`config.mk`:
```
export PLATFORM = sky130hd
export DESIGN_NAME = fir_stream_driver
export DESIGN_NICKNAME = d
export VERILOG_FILES = /design/src/rtl/fir_stream_driver.sv
export SDC_FILE = /design/constraint.sdc
export NUM_CORES = 1
export LEC_CHECK = 0
export CELL_PAD_IN_SITES_DETAIL_PLACEMENT = 0
export CELL_PAD_IN_SITES_GLOBAL_PLACEMENT = 1
export CORE_ASPECT_RATIO = 1.75
export CORE_MARGIN = 1
export CORE_UTILIZATION = 30
export CTS_BUF_LIST = sky130_fd_sc_hd__clkbuf_8
export CTS_CLUSTER_SIZE = 16
export DETAILED_ROUTE_END_ITERATION = 12
export PLACE_DENSITY_LB_ADDON = 0.12
export SLEW_MARGIN = 40
export SYNTH_ARGS = -nofsm -noshare
export SYNTH_HDL_FRONTEND = slang
export SYNTH_SLANG_ARGS = --single-unit
```
`constraint.sdc`:
```
create_clock -name clk -period 5.7 [get_ports clk]
set_input_delay 1.14 -clock clk [delete_from_list [all_inputs] [get_ports clk]]
set_output_delay 1.14 -clock clk [all_outputs]
set_load 0.005 [all_outputs]
```
`src/rtl/fir_stream_driver.sv`:
```
`default_nettype none
// ============================================================================
// Module   : fir_stream_driver
// Purpose  : Loads FIR coefficients into a MAC accelerator and streams
//            buffered sensor samples into it, capturing its results.
// Revision : 1.0 - initial release
// ============================================================================
module fir_stream_driver #(
    parameter int DATA_WIDTH = 16,
    parameter int NUM_REGS   = 8,
    parameter int FIFO_DEPTH = 8
) (
    input  logic                         clk,
    input  logic                         rst,
    input  logic                         loadReq,
    input  logic                         coeffValid,
    input  logic signed [DATA_WIDTH-1:0] coeffData,
    output logic                         coeffReady,
    input  logic                         sampleValid,
    input  logic        [DATA_WIDTH-1:0] sampleData,
    output logic                         sampleReady,
    output logic                         coeffWriteEn,
    output logic        [2:0]            coeffAddress,
    output logic signed [DATA_WIDTH-1:0] coeffIn,
    output logic                         clrC,
    output logic                         accelerateEn,
    output logic        [DATA_WIDTH-1:0] rawSensorVal,
    input  logic signed [DATA_WIDTH-1:0] macResult,
    input  logic                         resultIsValid,
    input  logic                         busy,
    output logic                         resultValid,
    output logic signed [DATA_WIDTH-1:0] resultData,
    input  logic                         resultReady,
    output logic                         loaded,
    output logic                         overflow,
    output logic        [15:0]           sampleCount
);

    localparam int c_IDX_W = (NUM_REGS > 1) ? $clog2(NUM_REGS) : 1;
    localparam int c_AW    = $clog2(FIFO_DEPTH);

    localparam logic [c_IDX_W-1:0] c_LAST_IDX = c_IDX_W'(NUM_REGS - 1);
    localparam logic [c_IDX_W-1:0] c_IDX_ONE  = c_IDX_W'(1);
    localparam logic [c_AW:0]      c_PTR_ONE  = (c_AW + 1)'(1);

    localparam logic [1:0] c_IDLE   = 2'd0;
    localparam logic [1:0] c_LOAD   = 2'd1;
    localparam logic [1:0] c_CLEAR  = 2'd2;
    localparam logic [1:0] c_STREAM = 2'd3;

    logic [1:0]                   r_state;
    logic [c_IDX_W-1:0]           r_idx;
    logic                         r_coeffWriteEn;
    logic [2:0]                   r_coeffAddress;
    logic signed [DATA_WIDTH-1:0] r_coeffIn;

    logic [DATA_WIDTH-1:0]        r_mem [FIFO_DEPTH];
    logic [c_AW:0]                r_wrPtr;
    logic [c_AW:0]                r_rdPtr;
    logic                         r_accelerateEn;
    logic [DATA_WIDTH-1:0]        r_rawSensorVal;
    logic [15:0]                  r_sampleCount;
    logic                         r_resultValid;
    logic signed [DATA_WIDTH-1:0] r_resultData;
    logic                         r_overflow;

    logic w_empty;
    logic w_full;
    logic w_push;
    logic w_pop;
    logic w_capture;

    // Pointers carry one extra wrap bit so full and empty are distinguishable.
    assign w_empty = (r_wrPtr == r_rdPtr);
    assign w_full  = (r_wrPtr[c_AW] != r_rdPtr[c_AW]) &&
                     (r_wrPtr[c_AW-1:0] == r_rdPtr[c_AW-1:0]);

    assign w_pop     = (r_state == c_STREAM) && !w_empty && !busy &&
                       (!r_resultValid || resultReady);
    assign w_push    = sampleValid && sampleReady;
    assign w_capture = resultIsValid && (!r_resultValid || resultReady);

    // A full buffer still takes a sample in a cycle that frees a slot.
    assign sampleReady  = !rst && (!w_full || w_pop);
    assign coeffReady   = (r_state == c_LOAD);
    assign clrC         = (r_state == c_CLEAR);
    assign loaded       = (r_state == c_STREAM);
    assign coeffWriteEn = r_coeffWriteEn;
    assign coeffAddress = r_coeffAddress;
    assign coeffIn      = r_coeffIn;
    assign accelerateEn = r_accelerateEn;
    assign rawSensorVal = r_rawSensorVal;
    assign resultValid  = r_resultValid;
    assign resultData   = r_resultData;
    assign overflow     = r_overflow;
    assign sampleCount  = r_sampleCount;

    always_ff @(posedge clk) begin
        if (rst) begin
            r_state        <= c_IDLE;
            r_idx          <= '0;
            r_coeffWriteEn <= 1'b0;
            r_coeffAddress <= '0;
            r_coeffIn      <= '0;
        end else begin
            r_coeffWriteEn <= 1'b0;
            case (r_state)
                c_IDLE: begin
                    if (loadReq) begin
                        r_state <= c_LOAD;
                        r_idx   <= '0;
                    end
                end
                c_LOAD: begin
                    if (coeffValid) begin
                        r_coeffWriteEn <= 1'b1;
                        r_coeffAddress <= 3'(r_idx);
                        r_coeffIn      <= coeffData;
                        if (r_idx == c_LAST_IDX) begin
                            r_state <= c_CLEAR;
                            r_idx   <= '0;
                        end else begin
                            r_idx <= r_idx + c_IDX_ONE;
                        end
                    end
                end
                c_CLEAR: begin
                    r_state <= c_STREAM;
                end
                c_STREAM: begin
                    if (loadReq) begin
                        r_state <= c_LOAD;
                        r_idx   <= '0;
                    end
                end
                default: r_state <= c_IDLE;
            endcase
        end
    end

    always_ff @(posedge clk) begin
        if (w_push) begin
            r_mem[r_wrPtr[c_AW-1:0]] <= sampleData;
        end
    end

    always_ff @(posedge clk) begin
        if (rst) begin
            r_wrPtr        <= '0;
            r_rdPtr        <= '0;
            r_accelerateEn <= 1'b0;
            r_rawSensorVal <= '0;
            r_sampleCount  <= '0;
            r_resultValid  <= 1'b0;
            r_resultData   <= '0;
            r_overflow     <= 1'b0;
        end else begin
            r_accelerateEn <= w_pop;
            if (w_push) begin
                r_wrPtr <= r_wrPtr + c_PTR_ONE;
            end
            if (w_pop) begin
                r_rdPtr        <= r_rdPtr + c_PTR_ONE;
                r_rawSensorVal <= r_mem[r_rdPtr[c_AW-1:0]];
            end
            if (r_state == c_CLEAR) begin
                r_sampleCount <= '0;
            end else if (w_pop) begin
                r_sampleCount <= r_sampleCount + 16'd1;
            end
            // A result arriving while the held one is still unconsumed is dropped.
            if (w_capture) begin
                r_resultData  <= macResult;
                r_resultValid <= 1'b1;
            end else if (resultIsValid) begin
                r_overflow <= 1'b1;
            end else if (resultReady) begin
                r_resultValid <= 1'b0;
            end
        end
    end

endmodule
`default_nettype wire
```
; ---- After elaboration in Yosys (flattened, before gate mapping)
; Memories as Yosys holds them, arrays and structs flattened. A register that Yosys moved wholly into a read port is not among the register bits.
; Cells that the tools add are included.
[totals]
reg_bits = 68
ram_bits = 128
in_bits = 56
output_inout_bits = 75
wordCells = 69
memories = 1
[op_classes]
n_addsub = 4
eq_ne = 11
n_mux = 14
bitwise = 2
n_reduce_logical = 25
[mem_list]
columns = memory, words, width, rd, rd_ports_with_merged_regs, wr, line
row1 = r_mem, 8, 16, 1, 1, 1, 57  ; logic [DATA_WIDTH-1:0] r_mem [FIFO_DEPTH];
[ops]
columns = operator, count
row1 = $add 16x1->16 const B, 1
row2 = $mux 3, 3
row3 = $add 4x1->4 const B, 2
row4 = $logic_and 1x1->1, 7
row5 = $mux 1, 6
row6 = $mux 2, 3
row7 = $ne 2x1->1 const B, 3
row8 = $pmux 2 s3, 1
row9 = $pmux 3 s2, 1
row10 = $reduce_and 2->1, 3
row11 = $reduce_and 3->1, 2
row12 = $reduce_or 2->1, 3
row13 = $logic_not 1->1, 5
row14 = $eq 2x2->1 const B, 2
row15 = $eq 4x4->1, 1
row16 = $reduce_bool 2->1, 2
row17 = $add 3x1->3 const B, 1
row18 = $eq 3x3->1, 1
row19 = $eq 3x3->1 const B, 1
row20 = $eq 2x1->1 const B, 1
row21 = $logic_not 2->1, 1
row22 = $logic_or 1x1->1, 2
row23 = $ne 2x2->1 const B, 1
row24 = $not 1->1, 2
row25 = $ne 1x1->1, 1

; ---- Longest topological paths before layout
[logic_depth]
ltp_word = 10
mapped_depth = 7
mapped_depth_nobuf = 6

; ---- Least setup slack after synthesis
; OpenSTA, ideal clock, no wires.
[synth_path]
kind = input -> register
startpoint = in busy
endpoint = mem r_mem[0][0], enable pin
setup_time_ns = 0.430
arrival_time_ns = 3.411
setup_slack_ns = 1.859
cell_stages = 5
n_path_buf = 1
path_cell_list = nor2b_1 -> a21boi_1 -> a21o_1 -> buf_2 -> nor4_1
[synth_between]
elab_chain_cells = 8
[synth_lines]
columns = element, line
row1 = start: declaration, 30  ; input logic busy,
row2 = $logic_not 1->1, 78  ; assign w_pop = (r_state == c_STREAM) && !w_empty && !busy &&
row3 = $logic_and 1x1->1 (2 in a row), 78
row4 = $logic_or 1x1->1, 84  ; assign sampleReady = !rst && (!w_full || w_pop);
row5 = $logic_and 1x1->1, 84
row6 = $logic_and 1x1->1, 80  ; assign w_push = sampleValid && sampleReady;
row7 = $mux 1, 142  ; if (w_push) begin
row8 = $mux 1 (not written as such), 143  ; r_mem[r_wrPtr[c_AW-1:0]] <= sampleData;
row9 = end: declaration, 57
; Every way passes these cells.

; ---- Worst setup path in the final report
[layout_path]
startpoint = in resultReady
endpoint = out sampleReady
[layout_between]
elab_chain_cells = 4
[layout_lines]
columns = element, line
row1 = start: declaration, 33  ; input logic resultReady,
row2 = $logic_or 1x1->1, 79  ; (!r_resultValid || resultReady);
row3 = $logic_and 1x1->1, 78
row4 = $logic_or 1x1->1, 84
row5 = $logic_and 1x1->1, 84
row6 = end: declaration, 21  ; output logic sampleReady,
; Every way passes these cells.

==> results.md <==
* Cells after Synth at 613
* Wire per inst at 18.30 µm
* Synth Flop Type: edfxtp_1
* Via count at 5495
* Die area at 28850 µm²
* Overflow after GRT at 0
* Cell taking the most area after synthesis: edfxtp_1
* Cell mode on critical path: clkdlybuf4s50_1
* Buf/Inv on CP at 3
* # rows at 80
* Largest net degree at the start of global routing at 80
* Power Density at 315.6 nW/µm²
* Synth top cells by count: 128 x edfxtp_1, 84 x dfxtp_1, 81 x nand2_1
* Clk root buf: clkbuf_8
* Chip height at 224.0 µm
* Post-synthesis register bit count at 212
* Setup crit start kind: primary input
* Maximum root-to-sink buffer count at 3
* Post-Synth Adder-Cell Area at 1.333%
* Post-CTS Setup Bufs at 0
* WP data required at 4560 ps
* Remaining antenna violation count at 0
* Status: completed
* First-pass GRT wire length at 32.46 mm
* Syn nets at 678
* Worst path slowest cell: a21o_1
* DP HPWL at 14.28 mm
* Synth top area cells: edfxtp_1 46%, dfxtp_1 20%, mux4_2 8.5%
* Crit path cell chain: clkdlybuf4s50_1 > nand2b_1 > a21boi_1 > a21o_1 > inv_1 > clkdlybuf4s50_1
* Max Clk Rate at 0.2194 GHz
* Max Cap Viol at 0
* Worst VDD drop at roughly 0.12 mV
* Fin Clk Skew at between 10 and 15 ps
* GRT Util Overall at between 15 and 20%
* XOR/XNOR Fraction of Synth Area at less than 1%
* Post_cts resized at 0
* I/O pin total at between 100 and 150
* CP top delay family: buffers and inverters
* Mux cell area share after synthesis at 11.19%
* CP Data Arrival Time at 3420 ps
* Most common cell in the netlist: edfxtp_1
* Starting Density at between 30% and 40%
* Setup ws final at around 1100 ps
* Worst path max stage delay at 580 ps
* Clk slew on worst S/H paths at 60 ps
* Pleak at 0.003560 µW
* H-Tree Depth at 2
* Setup TNS at 0 ps
* Final setup vio count at 0
* Register area share after synthesis at 65.42%
* Comb power frac at 12.1%
* Final max-slew violation count at 0
* Post-Syn Area at roughly 8400 µm²
* Slew HR at a little under half
* Post-Synth Simple-Gate Area at 10.19%
* RSZ-0062 raised after global routing: no
* Part of the power in the clock network at 38.3%
* Crit-path max FO at 9
* Syn avg cell area at 13.78 µm²
* Count of different cell masters after synthesis at between 40 and 50
* DR DRC count at 0
* Period utilization at around four fifths
* Largest family of logic cells by synthesized area: multiplexers
* Drt pass-1 iters at 4
* CTS Buf Count at 34
* Hold buffers post-CTS at 0
* Worst Max-Slew Pin Slew at 791.6 ps
* Worst skew pair latency at 540 ps
* Post-layout net count at 819
* Chip width at between 100 and 150 µm
* Crit path kind: primary input to primary output
* DRT iter0 DRCs at roughly 280
* CP endpoint kind: primary output
* Number of synthesized flops with an enable pin at 128
* Via-to-Cell Ratio at 4.791
* Layout cells sized above 1 at 16.32%
* Area growth from synthesis to layout at 29.13%
* Sequential power share at 49.6%
* Hold WS at 451.2 ps
* Post-place setup slack at 1093 ps
* Synth Area in Compound Gates at 8.607%
* Yosys warnings at 0
* Number of port buffers at 130
* CTS tree: done
* Sink Count at about 210
* GP Congestion at 0.6948
* Switching Share at ~25%
* Final Hold Fails at 0
* Async SR Flop Fraction at 0%
* Vias in the first global route at between 5000 and 6000
* Sw power at 871.8 µW
* Diode count at 0
* Antenna violations before repair at 0
* Final wirelength at 20.99 mm
* Post-synth top area share at 45.51%
* Int Pwr at 2570 µW
* Hold crit path type: flip-flop to flip-flop
* Fin crit period at 4557 ps
* Core Area at 27430 µm²
power by group through the flow:
stage          combinational, µW  sequential (µW)  clock [µW]
2_1_floorplan                229             1740           0
3_3_place_gp                 418             1740           0
3_5_place_dp                 426             1740           0
4_1_cts                      429             1710        1370
5_1_grt                      465             1710        1430
6_report                     417             1710        1320
flip-flops by register name (all words and copies together) (netlist names):
register and flops:
r_wrPtr 4, accelerateEn 1, resultData 16, overflow 1, coeffWriteEn 1, sampleCount 16
rawSensorVal 16, r_idx 3, coeffIn 16, resultValid 1, coeffAddress 3, r_rdPtr 4
r_state 2, r_mem 128
kinds of logic after synthesis:
family / Yosys count
fa+ha+maj: 9
simple gates: 172
flops: 212
buf+inv: 45
xor+xnor: 4
mux: 54
compound gates: 117
tightest hold or removal path, stage by stage (launching register included):
cell,delay [ps]
dfxtp_1,310
nand2_1,50
a21oi_1,50
path summary, 6_finish.rpt:
path | endpoint | slack [ps] | start | cells after the start
worst max-delay path | sampleReady | 1140 | resultReady | 6
worst min-delay path | coeffIn[0] | 450 | coeffIn[0] | 2
worst max register to register | r_mem[2][9] | 3010 | r_rdPtr[2] | 6
worst min register to register | coeffIn[0] | 450 | coeffIn[0] | 2
final cells by class:
| type | count | area (µm²) |
|---|---|---|
| timing repair buffer | 145 | 1435 |
| multi-input combinational | 356 | 2790 |
| inverter | 5 | 18.77 |
| clock inverter | 22 | 150.1 |
| sequential | 212 | 5527 |
| clock buffer | 38 | 523.0 |
| fill | 2669 | 16520 |
| tap | 369 | 461.7 |
metrics by stage:
step / power, µW / util (%) / cell area [µm²] / instances
2_1_floorplan: 1966 / - / 8446 / 613
5_1_grt: 3608 / 39.76 / 10910 / 1147
6_report: 3442 / 39.76 / 10910 / 1147
3_5_place_dp: 2168 / 37.30 / 10230 / 1087
4_1_cts: 3508 / 39.75 / 10900 / 1147
3_3_place_gp: 2156 / 36.99 / 10150 / 1080
routing by layer:
layer / GRT usage (%) / part of all wire [%] / vias up
met2: 28.98 / 56 / 148
met5: 0 / 0 / -
li1: - / - / 2601
met4: 6.262 / 2.9 / 0
met3: 3.320 / 4.8 / 43
met1: 15.08 / 36 / 2703
placed cells by master (no fill, tap or decap), types with 12 or more instances in the layout:
master,netlist,routed
nor2_1,14,14
clkdlybuf4s50_1,0,129
edfxtp_1,128,128
dfxtp_1,84,83
nand3_1,12,12
inv_1,5,14
a21oi_1,75,75
mux4_2,32,32
clkbuf_8,0,38
nand2_1,81,81
mux2i_1,19,19
Power figures use the tool's default switching activity.
